==> config.mk <==
export PLATFORM = sky130hd
export DESIGN_NAME = usart_rx
export DESIGN_NICKNAME = d
export VERILOG_FILES = /design/src/rtl/usart_rx.sv
export SDC_FILE = /design/constraint.sdc
export NUM_CORES = 1
export LEC_CHECK = 0
export ABC_CLOCK_PERIOD_IN_PS = 2950
export BUFFER_PORTS_ARGS = -buffer_cell sky130_fd_sc_hd__buf_2
export CAP_MARGIN = 20
export CORE_MARGIN = 2
export CORE_UTILIZATION = 50
export DETAILED_ROUTE_END_ITERATION = 10
export PLACE_DENSITY = 0.72
export SLEW_MARGIN = 0
export SYNTH_ARGS = -nofsm -noshare
export SYNTH_HDL_FRONTEND = slang
export SYNTH_SLANG_ARGS = --single-unit
==> constraint.sdc <==
create_clock -name clk -period 2.95 [get_ports clk]
set_input_delay 0.1475 -clock clk [delete_from_list [all_inputs] [get_ports clk]]
set_output_delay 0.1475 -clock clk [all_outputs]
set_load 0.05 [all_outputs]
==> src/rtl/usart_rx.sv <==
// usart_rx: oversampled serial receiver (start, DATA_W data LSB-first, optional even parity, stop)
// with a one-entry holding register. Define USART_RX_MAJVOTE_EN for 3-sample majority bit decisions.
module usart_rx #(
   parameter int unsigned OVS    = 8,
   parameter int unsigned DATA_W = 8
) (
   input  logic              clk,
   input  logic              rst,
   input  logic              en_usrt,
   input  logic              par_en,
   input  logic              rxd,
   input  logic              rd,
   output logic [DATA_W-1:0] data,
   output logic              valid,
   output logic              par_err,
   output logic              frm_err,
   output logic              ovr_err,
   output logic              busy,
   output logic              rts
);

   localparam int unsigned TW = $clog2(OVS);
   localparam int unsigned BW = $clog2(DATA_W);
   localparam logic [TW-1:0] T_LAST = TW'(OVS - 1);
`ifdef USART_RX_MAJVOTE_EN
   localparam logic [TW-1:0] T_SMP = TW'(OVS / 2 + 1);
`else
   localparam logic [TW-1:0] T_SMP = TW'(OVS / 2);
`endif

   typedef enum logic [2:0] {S_IDLE, S_START, S_DATA, S_PARITY, S_STOP} state_t;

   state_t            state;
   logic [TW-1:0]     tick;
   logic [BW-1:0]     bit_idx;
   logic [DATA_W-1:0] shreg;
   logic              par_lat;
   logic              par_pend;
   logic              sync1, rxs;
   logic              bit_v;
   logic              smp, last, frame_done;

   // Two-flop synchroniser for the asynchronous line, idle high.
   always_ff @(posedge clk or negedge rst) begin
      if (!rst) begin
         sync1 <= 1'b1;
         rxs   <= 1'b1;
      end else begin
         sync1 <= rxd;
         rxs   <= sync1;
      end
   end

`ifdef USART_RX_MAJVOTE_EN
   logic [1:0] vote_q;

   // Last two tick samples; with the current one they form the vote window.
   always_ff @(posedge clk or negedge rst) begin
      if (!rst)         vote_q <= 2'b11;
      else if (en_usrt) vote_q <= {vote_q[0], rxs};
   end

   assign bit_v = (vote_q[1] & vote_q[0]) | (vote_q[1] & rxs) | (vote_q[0] & rxs);
`else
   assign bit_v = rxs;
`endif

   assign smp        = en_usrt && (tick == T_SMP);
   assign last       = en_usrt && (tick == T_LAST);
   assign frame_done = smp && (state == S_STOP);

   // Frame sequencer; every decision waits for an oversample tick.
   always_ff @(posedge clk or negedge rst) begin
      if (!rst) begin
         state    <= S_IDLE;
         tick     <= '0;
         bit_idx  <= '0;
         shreg    <= '0;
         par_lat  <= 1'b0;
         par_pend <= 1'b0;
         busy     <= 1'b0;
      end else if (en_usrt) begin
         case (state)
            S_IDLE: begin
               if (!rxs) begin
                  state   <= S_START;
                  tick    <= TW'(1);
                  par_lat <= par_en;
                  busy    <= 1'b1;
               end
            end
            S_START: begin
               tick <= tick + TW'(1);
               if (smp && bit_v) begin
                  state <= S_IDLE;
                  tick  <= '0;
                  busy  <= 1'b0;
               end else if (last) begin
                  state   <= S_DATA;
                  bit_idx <= '0;
               end
            end
            S_DATA: begin
               tick <= tick + TW'(1);
               if (smp) shreg <= {bit_v, shreg[DATA_W-1:1]};
               if (last) begin
                  if (bit_idx == BW'(DATA_W - 1)) state <= par_lat ? S_PARITY : S_STOP;
                  else                            bit_idx <= bit_idx + BW'(1);
               end
            end
            S_PARITY: begin
               tick <= tick + TW'(1);
               if (smp)  par_pend <= bit_v ^ (^shreg);
               if (last) state <= S_STOP;
            end
            S_STOP: begin
               tick <= tick + TW'(1);
               // Leave at mid-stop so an immediately following start edge is caught.
               if (smp) begin
                  state <= S_IDLE;
                  tick  <= '0;
                  busy  <= 1'b0;
               end
            end
            default: begin
               state <= S_IDLE;
               tick  <= '0;
               busy  <= 1'b0;
            end
         endcase
      end
   end

   // Holding register: a completing frame loads unless an unread byte blocks it.
   always_ff @(posedge clk or negedge rst) begin
      if (!rst) begin
         data    <= '0;
         valid   <= 1'b0;
         par_err <= 1'b0;
         frm_err <= 1'b0;
         ovr_err <= 1'b0;
         rts     <= 1'b1;
      end else begin
         if (rd && valid) begin
            valid   <= 1'b0;
            par_err <= 1'b0;
            frm_err <= 1'b0;
            ovr_err <= 1'b0;
            rts     <= 1'b1;
         end
         if (frame_done) begin
            if (!valid || rd) begin
               data    <= shreg;
               par_err <= par_lat & par_pend;
               frm_err <= ~bit_v;
               valid   <= 1'b1;
               rts     <= 1'b0;
            end else begin
               ovr_err <= 1'b1;
            end
         end
      end
   end

endmodule

==> run summary, run 1 <==
The flow ran to the end, and the final reports show no timing, DRC or antenna violations. Synthesis produced a netlist whose cell count is 141. After synthesis, the cell types taking the most area are dfrtp_1 (47%), mux2_2 (13%), dfstp_2 (4.6%). The post-detailed-route wirelength per cell was 14.0 µm; the proportion of netlist area held by the largest area contributor was 46.7%. The post-route minimum period was 1.85 ns; the simple-gate portion of the synthesized area was 10.6%.

In this run the cell area of the synthesized design comes to 0.00172 mm². Dividing the detail-routed via count by the number of cells gives 5.40. In this run the tightest slew margin relative to its limit is 49.5%. Setup repair after global routing left no endpoint under its margin. By area, the combinational part of the netlist is dominated by multiplexers.

For this run, design rule violations remaining after detail routing come to 0. The level count of the clock H-tree was 2; the initial detailed-routing violation count was 47. Number of enable-type register cells in the synthesized netlist: 0. TritonCTS built the clock tree.

The floorplan step defined a die boundary enclosing 0.00392 mm². The tools report the highest clock frequency the design can meet as 540 MHz. The width of the chip is 62.6 µm. The logs give 0.424 mV for the maximum ir drop on the vdd rail and 2 for the worst-case clock buffer depth. The relative area change from synthesis to final layout was 13.5%; the sum of negative setup slack was 0 ns.

The run gives 0 as the count of endpoints failing setup in the final report. Number of antenna violations at the first check in global routing: 0. The synthesized netlist devotes 12.6% of its cell area to compound gates.

The detailed-placement wirelength estimate is 2130 µm, and the final number of hold-violating endpoints is 0. Of all flip-flops after synthesis, the portion carrying an async set or reset was 100%. After the last flow step, the layout net total stands at 175. In this run the standard cell core region covers 0.00331 mm². STA classifies the critical path endpoint as a register. In the synthesized netlist the dominant register cell turns out to be dfrtp_1. The adder and majority cell fraction of the synthesized area was 3.65%; the number of buffers added on ports was 19. Stage delay of the slowest cell on the critical path: 0.41 ns.

The tools report the total number of clock tree sinks as 35. The vias after detailed routing is 1140, and the overall die height is 62.6 µm. The part of the Yosys area used for sequential elements was 51.3%; the fraction of final layout cells sized beyond drive strength 1 was 35.2%. Data on the critical path arrives at its endpoint at 2.09 ns.

The run gives 0 as the number of resized instances in the post-cts repair step. Among all cell types in the netlist, the one instantiated most often is dfrtp_1. The class of the tightest hold or removal check is in -> reg. The largest individual stage delay along the critical path comes from the cell dfrtp_1. The critical path is of the reg -> reg type.

After Yosys synthesis, XOR and XNOR cells account for 4.38% of the synthesized area. Global routing used 16.8% of the available tracks across all layers. After synthesis the netlist holds a flip-flop and latch count of 35. In this run the worst path has a maximum fanout of 6.

The global-route wire length before repair was 5120 µm. The number of nets with antenna violations after routing was 0; the number of antenna repair diodes was 0. Summing internal, switching and leakage power gives 1.61 mW.

20 I/O pins were placed. Summed over all instances, the cell type with the most area after synthesis is dfrtp_1. Number of optimization iterations in the first detailed-route pass: 4. The net count after synthesis is 152, and the placer congestion estimate is 0.859. The worst setup path is launched from a register. For the reported leakage power, the log shows 0.980 nW.

Clock skew on the completed layout was measured at 0.0147 ns. The logs give 2960 µm for the sum of routed wire length over all layers and 36 for the pin count of the biggest net entering global routing. Clock tree synthesis inserted a total of 5 buffers.

The via count of the first global-routing pass was 1123. The tree is rooted in a clkbuf_4. Ranked by instance count, the synthesized netlist is headed by dfrtp_1 (32), mux2_2 (20), o21ai_0 (7). Number of maximum-capacitance violations: 0.

The number of slew-limit violations in the final report is 0, and the initial core utilization is 51.8%. Clock latency on the worst-skew pair, taken at its later pin, is 0.34 ns. The number of unique standard cell types used by synthesis came out at 43. After layout, the worst path uses 62.7% of the clock period. The transition time at the pin with the least slew margin is 0.757 ns, and the number of warnings issued by yosys is 0. The ratio of total power to cell area was 825 mW/mm²; the synthesized area divided by synthesized cell count was 12.2 µm². The logs give 3.19 ns for the worst endpoint required time and 0 for the total overflow reported by the global router. After clock tree synthesis, the clock-pin slew on the worst setup and hold paths is 0.11 ns. Row generation in the floorplan step produced 21 rows. Walking the worst path, the cells encountered are inv_1, ha_1, and3_1, o22ai_1, a211o_1, mux2_4. Multiplexer fraction of the synthesized cell area: 14.6%.
==> worst paths after layout <==
path | start | endpoint | slack [ns] | cells past startpoint
max | tick[0] | state[2] | 1.10 | 6
min | rd | ovr_err | 0.02 | 2
max reg2reg | tick[0] | state[2] | 1.10 | 6
min reg2reg | sync1 | bit_v | 0.36 | 0
max in group asynchronous | rst | shreg[0] | 2.06 | 2
min in group asynchronous | rst | bit_idx[2] | 0.40 | 2
==> registers in the layout, summed over array words and instances (netlist names) <==
signal    count
par_lat       1
frm_err       1
shreg         8
valid         1
rts           1
par_err       1
bit_v         1
par_pend      1
sync1         1
tick          3
busy          1
ovr_err       1
data          8
bit_idx       3
state         3
==> per-stage QoR <==
| stage | hold slack (ns) | setup WS [ns] | utilization [%] | std cells | area [µm²] |
|---|---|---|---|---|---|
| 6_report | 0.0232 | 1.10 | 58.8 | 211 | 1950 |
| 5_1_grt | 0.0219 | 1.01 | 58.8 | 211 | 1950 |
| 4_1_cts | 0.00280 | 1.11 | 58.8 | 211 | 1950 |
| 3_5_place_dp | 0.255 | 1.12 | 55.6 | 201 | 1840 |
| 3_3_place_gp | 0.255 | 1.20 | 55.6 | 201 | 1840 |
| 2_1_floorplan | -0.148 | 1.28 | - | 141 | 1720 |
==> worst max-delay path: cells and delay by family, from the launching register on <==
family                   cells  cell delay [ns]
AO/OA/AOI/OAI                2             0.48
flip-flops                   1             0.41
multiplexers                 1             0.31
AND/OR/NAND/NOR              1             0.30
adder cells (fa/ha/maj)      1             0.18
buffers and inverters        1             0.09
==> power by group <==
part,total (mW),switching [mW],leakage (nW),internal [mW]
clock,0.357,0.157,0.0482,0.200
sequential,0.722,0.138,0.463,0.584
combinational,0.527,0.263,0.469,0.264
==> cells in the final DEF, fill, tap and decap left out, types with 5 or more instances in the layout <==
cell,synthesis,final
ha_1,5,5
mux2_2,20,20
nor2_1,5,5
clkbuf_4,0,5
xnor2_1,6,6
dfrtp_1,32,32
nand2_1,5,5
buf_2,1,19
inv_1,5,5
o21ai_0,7,7
==> metal layers <==
layer | global-route usage, % | up-vias | routed length, µm
met5 | 0 | - | 0
met3 | 5.05 | 6 | 118
met2 | 25.8 | 16 | 1430
met4 | 6.67 | 0 | 56
li1 | - | 554 | -
met1 | 22.3 | 564 | 1350
==> cells by family after synthesis <==
logic type | after synthesis
DFF | 35
and+or+nand+nor | 31
AOI/OAI and AO/OA | 30
muxes | 22
buffers and inverters | 11
xor gates and xnor gates | 7
adders and majority gates | 5
==> repair_timing <==
item | in CTS | in global routing
setup buffers | 0 | 0
hold buffers | 2 | 0
endpoints found under the hold margin | 33 | 0
==> final cells by class <==
cell class	count	area, µm²
Timing Repair Buffer	21	115
Inverter	6	22.5
Tap cell	46	57.6
Sequential cell	35	880
Multi-Input combinational cell	95	786
Fill cell	297	1360
Clock inverter	2	35.0
Clock buffer	6	51.3
(Power assumes the default switching activity.)
==> run 2, diff against run 1 <==
Settings changed: ABC_CLOCK_PERIOD_IN_PS 2950 to 1700, PLACE_DENSITY 0.72 to 0.75.
Clock period 2.95 ns to 1.7 ns, I/O delays scaled along.
==> run 2 against run 1 <==
  * The flow now finishes with violations (setup timing)
  * Total power rose by 81%
  * Critical path depth grew 1
  * Worst hold slack improved by 0.14 ns
  * Sequential power is 76% higher
  * Setup slack worse by 1.2 ns
  * First-iteration DRC count increased by 45%
  * Combinational power up 130%
  * Design area grew 9.8%
  * Count of clock-buffer cells in the layout is 1 higher
  * Die area did not move
  * Wire length increased by 21%
  * Largest cell class unchanged
==> run summary, run 2 (synthesis results as in run 1) <==
TritonCTS built the clock tree. Entering global routing, the biggest net connects 36 pins. The region available for standard cell placement spans 0.00331 mm². The reported leakage power was 1.05 nW; the post-placement setup slack was -0.0759 ns. The tools report the final number of hold-violating endpoints as 0.

Of all nets on the critical path, the largest fanout is 3. Summing all placed instances gives a cell area of 0.00192 mm². The flow ran to the end, but the final reports show violations. The clock-pin slew reported for the worst setup and hold paths after clock tree synthesis is 0.10 ns.

The initial detailed-routing violation count is 68. The overall die height was 62.6 µm. On the worst path, the slowest cell contributes a delay of 0.39 ns. For the post-detailed-route DRC marker count, the log shows 0.

In this run the number of H-tree levels came out at 2. Power spread over the standard cell area amounts to 1360 mW/mm². The final reports fail on setup timing. The worst endpoint required time was 1.93 ns; the final worst-path cycle share was 104%. The logs give 0.00214 mm² for the final standard cell area without fillers and 24.1% for the met1 capacity usage during global routing.

The tightest min-delay check is of the in -> reg type. In this run the tightest slew margin relative to its limit is 48.6%. STA classifies the critical path startpoint as a register.

The number of vias per cell came out at 5.46. The root buffer cell chosen for the clock tree is clkbuf_4. The worst path arrival time was 2.00 ns; the total number of clock tree sinks was 35. The number of top-level pins is 20, and the number of clock buffers inserted by TritonCTS is 5. Of the cells placed in the final design, the portion with a size suffix greater than 1 is 47.0%. The first TritonRoute pass finished after 4 iterations. The worst setup path is of the reg -> reg kind. The repair_antennas step left the layout with diodes totalling 0.

For the number of antenna violations at the first check in global routing, the log shows 0. For the number of maximum-capacitance violations, the log shows 0. The width of the chip is 62.6 µm. In the final layout, the registers with the most flip-flops are data: 8 flops, shreg: 8 flops. The post-detailed-route wirelength per cell came out at 15.4 µm. The tools report the worst clock skew as 0.00536 ns. The first global-routing pass estimated 5820 µm of wire. Once detail routing completed, the nets flagged for antenna violations numbered 0. The routing usage on met3 is 5.05%.

The congestion estimate from routability-driven global placement came to 0.802. After floorplanning, the core was divided into 21 placement rows. For the global-route total usage across every layer, the log shows 19.3%. After global routing, the most crowded layer is met2. Relative to the synthesized area, the layout overhead comes to 24.6%. On the critical path, the stage with the largest delay is an instance of dfrtp_1. For the sum of routed wire length over all layers, the log shows 3560 µm. Traced cell by cell, the critical path runs through ha_1, ha_2, nor2_2, a22oi_2, nor3_2, buf_4, mux2_2. At the end of the flow, the number of nets in the layout was 195. The tools report the floorplan die area as 0.00392 mm².

The smallest clock period supported by the final layout is computed as 1.78 ns. The logs give 1269 for the via count of the first global-routing pass and 0 for the total overflow reported by the global router. The clock reaches the later pin of the worst-skew pair after 0.33 ns. The library cell used most frequently in the layout, excluding fill and tap cells, is dfrtp_1. The HPWL after detailed placement is 2280 µm. Input and output buffers added on the ports amount to 19. The run gives 0 as the number of slew-limit violations in the final report. The count of endpoints failing setup in the final report came out at 4. Timing would allow up to 563 MHz.

The top cell types in the final layout, fill and taps aside, are dfrtp_1 (30), buf_2 (19), mux2_2 (18). The initial utilization of the core area, before any placement, comes to 51.8%. IR analysis of the VDD net gives a maximum drop of 0.599 mV. Setup repair after global routing could not meet its margin everywhere.

The post-layout worst setup margin was -0.0760 ns; the worst-case clock buffer depth was 2. The tools report the vias after detailed routing as 1261. The worst setup path is captured at a register.

The global-route track usage on met2 is 32.7%. At the pin with the least slew margin, the transition time is 0.771 ns.
run 2: timing repair:
action,in CTS,in global routing
cloned,0,1
hold endpoints to repair,35,0
hold buffers,4,0
setup endpoints to repair,7,24
resized for setup,5,14
setup buffers,2,4
pin swaps,4,7
run 2: stage by stage:
step                total power [mW]  std cells  setup TNS, ns  hold WS [ns]  utilization (%)
CTS                             2.80        226         -0.191         0.151             61.8
floorplan                       1.99        141              0        -0.211                -
finish                          2.91        231         -0.219         0.168             64.6
detailed placement              2.31        212         -0.276         0.198             58.1
global route                    3.13        231         -0.550         0.210             64.6
global placement                2.26        212        -0.0671         0.183             58.1
run 2: layout make-up:
type | count | area [µm²]
fill | 287 | 1170
sequential | 35 | 882
multi-input combinational | 96 | 862
timing repair buffer | 40 | 263
tap | 46 | 57.6
clock buffer | 7 | 45.0
inverter | 6 | 22.5
clock inverter | 1 | 5.00
run 2: path summary, 6_finish.rpt:
check / start / endpoint / slack, ns / cells after the start
worst max-delay path: bit_idx[0] / bit_idx[1] / -0.08 / 7
worst min-delay path: en_usrt / busy / 0.17 / 3
worst min register to register: sync1 / bit_v / 0.36 / 0
max in group asynchronous: rst / state[2] / 0.82 / 2
min in group asynchronous: rst / tick[1] / 0.35 / 2
worst max register to register: bit_idx[0] / bit_idx[1] / -0.08 / 7
run 2: critical path: cells and delay by family, from the launching register on:
| family | cells | cell delay [ns] |
|---|---|---|
| mux | 1 | 0.32 |
| compound gates | 1 | 0.07 |
| fa+ha+maj | 2 | 0.40 |
| flops | 1 | 0.39 |
| buf+inv | 1 | 0.17 |
| simple gates | 2 | 0.31 |
run 2: power breakdown:
group | internal (mW) | switching (mW) | leakage [nW]
Clock | 0.161 | 0.263 | 0.0293
Combinational | 0.646 | 0.575 | 0.560
Sequential | 1.02 | 0.249 | 0.460
run 2: routing by layer:
layer | vias up | wire length, µm
met2 | 32 | 1910
met3 | 7 | 189
met5 | - | 0
met1 | 629 | 1400
met4 | 0 | 58
li1 | 593 | -
